`src/rtl/alu_arbiter.sv`:
```
// Shares one combinational ALU between two requesters, one operation in flight.
// Latency: accept edge N, result captured edge N+1, resp_valid from N+1; 3 cycles/op minimum.
// Backpressure: ready only in IDLE; RESP holds result until the granted port's resp_ready.
// Optional ALU_ARB_FIXED_PRIO_EN: port 0 always wins ties (default build is round-robin).
module alu_arbiter #(
  parameter int DATA_W  = 32,
  parameter int SHAMT_W = 5,
  parameter int CTRL_W  = 4
) (
  input  logic               clk,
  input  logic               rst_n,
  input  logic               req_valid_0,
  input  logic               req_valid_1,
  output logic               req_ready_0,
  output logic               req_ready_1,
  input  logic [CTRL_W-1:0]  req_ctrl_0,
  input  logic [CTRL_W-1:0]  req_ctrl_1,
  input  logic [DATA_W-1:0]  req_in1_0,
  input  logic [DATA_W-1:0]  req_in1_1,
  input  logic [DATA_W-1:0]  req_in2_0,
  input  logic [DATA_W-1:0]  req_in2_1,
  input  logic [SHAMT_W-1:0] req_shamt_0,
  input  logic [SHAMT_W-1:0] req_shamt_1,
  output logic               resp_valid_0,
  output logic               resp_valid_1,
  input  logic               resp_ready_0,
  input  logic               resp_ready_1,
  output logic [DATA_W-1:0]  resp_out,
  output logic               resp_zero,
  output logic [DATA_W-1:0]  alu_in1,
  output logic [DATA_W-1:0]  alu_in2,
  output logic [SHAMT_W-1:0] alu_shamt,
  output logic [CTRL_W-1:0]  alu_ctrl,
  input  logic [DATA_W-1:0]  alu_out,
  input  logic               alu_zero
);

  typedef enum logic [1:0] {IDLE, EXEC, RESP} state_t;

  state_t             state_q;
  logic               grant_id_q;
`ifndef ALU_ARB_FIXED_PRIO_EN
  logic               last_grant_q;
`endif
  logic [CTRL_W-1:0]  ctrl_q;
  logic [DATA_W-1:0]  in1_q;
  logic [DATA_W-1:0]  in2_q;
  logic [SHAMT_W-1:0] shamt_q;
  logic [DATA_W-1:0]  resp_out_q;
  logic               resp_zero_q;
  logic [1:0]         resp_vld_q;

  logic               gnt_sel;
  logic               accept;
  logic [CTRL_W-1:0]  ctrl_d;
  logic [DATA_W-1:0]  in1_d;
  logic [DATA_W-1:0]  in2_d;
  logic [SHAMT_W-1:0] shamt_d;
  logic               resp_rdy_g;

  // Pick the winning port: lone requester wins, ties go to the port not served last.
  always_comb begin
    gnt_sel = 1'b0;
    if (req_valid_0 && req_valid_1) begin
`ifdef ALU_ARB_FIXED_PRIO_EN
      gnt_sel = 1'b0;
`else
      gnt_sel = ~last_grant_q;
`endif
    end else begin
      gnt_sel = req_valid_1;
    end
  end

  // A grant is only offered while idle; ready goes to the winner alone.
  assign accept      = (state_q == IDLE) && (req_valid_0 || req_valid_1);
  assign req_ready_0 = accept && !gnt_sel;
  assign req_ready_1 = accept &&  gnt_sel;

  assign ctrl_d  = gnt_sel ? req_ctrl_1  : req_ctrl_0;
  assign in1_d   = gnt_sel ? req_in1_1   : req_in1_0;
  assign in2_d   = gnt_sel ? req_in2_1   : req_in2_0;
  assign shamt_d = gnt_sel ? req_shamt_1 : req_shamt_0;

  // Only the granted port's resp_ready can retire the response.
  assign resp_rdy_g = grant_id_q ? resp_ready_1 : resp_ready_0;

  // Control FSM plus operand and response registers; a reset drops any in-flight result.
  always_ff @(posedge clk or negedge rst_n) begin
    if (!rst_n) begin
      state_q      <= IDLE;
      grant_id_q   <= 1'b0;
`ifndef ALU_ARB_FIXED_PRIO_EN
      last_grant_q <= 1'b1;
`endif
      ctrl_q       <= '0;
      in1_q        <= '0;
      in2_q        <= '0;
      shamt_q      <= '0;
      resp_out_q   <= '0;
      resp_zero_q  <= 1'b0;
      resp_vld_q   <= 2'b00;
    end else begin
      case (state_q)
        IDLE: begin
          if (accept) begin
            ctrl_q       <= ctrl_d;
            in1_q        <= in1_d;
            in2_q        <= in2_d;
            shamt_q      <= shamt_d;
            grant_id_q   <= gnt_sel;
`ifndef ALU_ARB_FIXED_PRIO_EN
            last_grant_q <= gnt_sel;
`endif
            state_q      <= EXEC;
          end
        end
        EXEC: begin
          resp_out_q  <= alu_out;
          resp_zero_q <= alu_zero;
          resp_vld_q  <= grant_id_q ? 2'b10 : 2'b01;
          state_q     <= RESP;
        end
        RESP: begin
          if (resp_rdy_g) begin
            resp_vld_q <= 2'b00;
            state_q    <= IDLE;
          end
        end
        default: begin
          resp_vld_q <= 2'b00;
          state_q    <= IDLE;
        end
      endcase
    end
  end

  assign alu_in1      = in1_q;
  assign alu_in2      = in2_q;
  assign alu_shamt    = shamt_q;
  assign alu_ctrl     = ctrl_q;
  assign resp_out     = resp_out_q;
  assign resp_zero    = resp_zero_q;
  assign resp_valid_0 = resp_vld_q[0];
  assign resp_valid_1 = resp_vld_q[1];

endmodule

```
`config.mk`:
```
export PLATFORM = sky130hd
export DESIGN_NAME = alu_arbiter
export DESIGN_NICKNAME = d
export VERILOG_FILES = /design/src/rtl/alu_arbiter.sv
export SDC_FILE = /design/constraint.sdc
export NUM_CORES = 1
export LEC_CHECK = 0
export BUFFER_PORTS_ARGS = -buffer_cell sky130_fd_sc_hd__buf_2
export CAP_MARGIN = 5
export CORE_AREA = 2 2 114 116
export DETAILED_ROUTE_END_ITERATION = 7
export DIE_AREA = 0 0 116 118
export PLACE_DENSITY = 0.78
export SYNTH_ARGS = -nofsm -noshare
export SYNTH_HDL_FRONTEND = slang
export SYNTH_SLANG_ARGS = --single-unit
```
`constraint.sdc`:
```
create_clock -name clk -period 1.8 [get_ports clk]
set_input_delay 0.18 -clock clk [delete_from_list [all_inputs] [get_ports clk]]
set_output_delay 0.18 -clock clk [all_outputs]
set_load 0.005 [all_outputs]
```
==> summary.md <==
| Metric | Value |
|---|---|
| Fmax | 0.586 GHz |
| Die ar. | 13700 µm² |
| Setup WS post-layout | between 0.09 and 0.1 ns |
| Worst r2r src | last_grant_q |
| Clk Latency, worst-skew pair | 0.35 ns |
| Worst Hold Launch | req_valid_0 |
| Crit Path Class | reg -> out |
| H-tree depth | 3 |
| Number of vias in the routed layout | 3817 |
| Max Cap Viol | 0 |
| Clk buf depth | 2 |
| Initial antenna violation count | 2 |
| Dominant synthesized flop cell | dfrtp_1 |
| Status | finished clean |
| Setup Skew | 0.00967 ns |
| Average wire per standard cell | 15.9 µm |
| Final worst path period need | 1.71 ns |
| Die width | between 100 and 150 µm |
| Ports | 295 |
| Crit path max-delay family | flip-flops |
| Max stage delay cell, worst path | dfrtp_2 |
| Place WS | 0.115 ns |
| RSZ-0062 raised after global routing | false |
| Tot Pwr | 11.6 mW |
| Cell taking the most area after synthesis | dfrtp_1 |
| Post-synthesis sequential area ratio | 0.550 |
| Syn Nets | 514 |
| Max-slew violations | 0 |
| Num rows | 41 |
| Power per Cell Area | 1600 nW/µm² |
| CP endpoint kind | output pin |
| Crit path arrival time | 1.53 ns |
| VDD IR max | 0.000937 V |
| Worst hold-check path type | in -> reg |
| Cell Area, Synth | roughly 5100 µm² |
| GRT overflow | 0 |
| Detailed Routing Iterations Pass 1 | 4 |
| Final hold slack | 0.0411 ns |
| Port Buffers | 294 |
| Syn. warnings | 0 |
| Slew headroom | 0.673 |
| Wirelength, routed | ~13 mm |
| Die height | 118 µm |
| Endpoints failing hold | 0 |
| Startpoint types | flip-flop |
| DR vias/cell | ~4.7 |
| Critical Path, Cell by Cell | nor2_4 -> o21a_4 -> buf_12 -> and2_1 -> buf_2 |
| Initial Util | 0.411 |
| CP max FO | 11 |
| Layout cells sized above 1 | 0.731 |
| Ys async rst share | 1.00 |
| Filler Cell Count | a little over 1000 |
| First-pass GRT wire length | 20.6 mm |
| Setup TNS | 0 ns |
| Util after Layout | 0.582 |
| Detailed router's first-iteration violation count | 92 |
| Largest net degree at the start of global routing | 45 |
| Area grow syn2layout | 41.7% |
| Number of synthesized flops with an enable pin | 0 |
| Cell variety after synth | 23 |
| All-layer global routing usage | 0.194 |
| Nets | 813 |
| Least-Margin Pin Slew | 0.490 ns |
| Worst Setup SP | state_q[1] |
| Slowest stage delay, CP | 0.46 ns |
| Total CTS buffers | 9 |
| DRT antenna net count | 0 |
| TritonCTS clock tree | yes |
| P_leak | between 3 and 4 nW |
| Clock-pin slew on the worst setup and hold paths | about 0.070 ns |
| Clock Sinks | 112 |
| Avg Cell Area, Syn | 15.5 µm² |
| Vias in the first global route | 4219 |
| Worst Path Required | 1.62 ns |
| Buffers & Inverters on Critical Path | 2 |
| Gp weighted congestion | 0.713 |
| Post-synth top area share | 0.545 |
| Flops & latches, synth | 112 |
| Setup violators final | 0 |
| Root Driver | clkbuf_16 |
| Multi-input gate area | 2160 µm² |
| # DRC | 0 |
| Dpl hpwl | 9.76 mm |
| Register area | between 2000 and 3000 µm² |
| Period Utilization, post-route | 0.947 |
| Ranking of synthesized cells by area | dfrtp_1 55%, mux2_2 29%, mux2_1 11% |
| Core area | 12400 µm² |
| Gate Count Post-Synth | 329 |
area by class of cell:
cell class,instances,area share
diodes,2,0.000693
clock buffers,9,0.0312
clock inverters,7,0.0109
inverters,1,0.000520
multi-input cells,195,0.299
flip-flops and latches,112,0.389
well taps,172,0.0298
repair buffers,309,0.239
cell usage in the layout (no fill, tap or decap), drive strengths merged:
cell         count
buf            306
clkbuf           9
and2             1
nor2             1
a31oi            1
inv              3
o21bai           1
bufinv           1
dfstp            1
dfrtp          111
a21bo            2
a211oi           1
bufbuf           2
mux2           179
clkinvlp         2
diode            2
clkinv           2
o21a             1
nor2b            1
a21oi            1
dlygate4sd3      1
nor3             1
nand2b           1
mux2i            2
o2bb2ai          2
sequential cells by signal, summed over array words and instances (netlist names):
| register | cells |
|---|---|
| last_grant_q | 1 |
| alu_ctrl | 4 |
| resp_out | 32 |
| state_q | 2 |
| alu_in2 | 32 |
| resp_zero | 1 |
| resp_vld_q | 2 |
| grant_id_q | 1 |
| alu_in1 | 32 |
| alu_shamt | 5 |
per-layer routing:
layer	GRT usage	vias up	routed length, µm
li1	-	1789	-
met1	0.207	1821	4610
met2	0.351	192	6780
met3	0.0654	15	1240
met4	0.0692	0	201
met5	0	-	0
final timing paths:
kind	end	slack, ns	depth (start not counted)
min in group asynchronous	alu_ctrl[2]	0.35	2
setup reg to reg	alu_in1[23]	0.11	4
max in group asynchronous	last_grant_q	0.81	3
setup / recovery	req_ready_0	0.09	5
hold / removal	last_grant_q	0.04	2
hold reg to reg	resp_out[29]	0.50	1
where the power goes:
group | leakage [nW] | internal [mW] | switching (mW) | total [mW]
Sequential | 1.31 | 3.84 | 0.692 | 4.54
Combinational | 2.06 | 3.07 | 1.93 | 5.00
Clock | 0.144 | 1.09 | 0.929 | 2.02
Total | 3.51 | 8.01 | 3.55 | 11.6
cell families after synthesis:
| family | Yosys count | share of synthesized area |
|---|---|---|
| mux | 181 | 0.399 |
| flops | 112 | 0.550 |
| buf+inv | 22 | 0.0309 |
| compound gates | 9 | 0.0140 |
| simple gates | 5 | 0.00540 |
Yosys cell counts (all sizes together) (2+ instances only):
master and count:
clkbuf 2, a21bo 2, o2bb2ai 2, buf 19, dfrtp 111, mux2i 2
mux2 179
per-stage QoR:
step | std cells | cell area, µm²
finish | 807 | 7220
global route | 806 | 7220
CTS | 802 | 7190
detailed placement | 783 | 6800
global placement | 783 | 6800
floorplan | 329 | 5100
repair_timing:
action / 4_1_cts / 5_1_grt
gates cloned: 2 / 0
setup buffers: 0 / 3
hold buffers: 1 / 0
setup endpoints to repair: 1 / 2
endpoints found under the hold margin: 33 / 0
resized for setup: 4 / 1
Note: power is estimated with default switching activity, not from simulation.
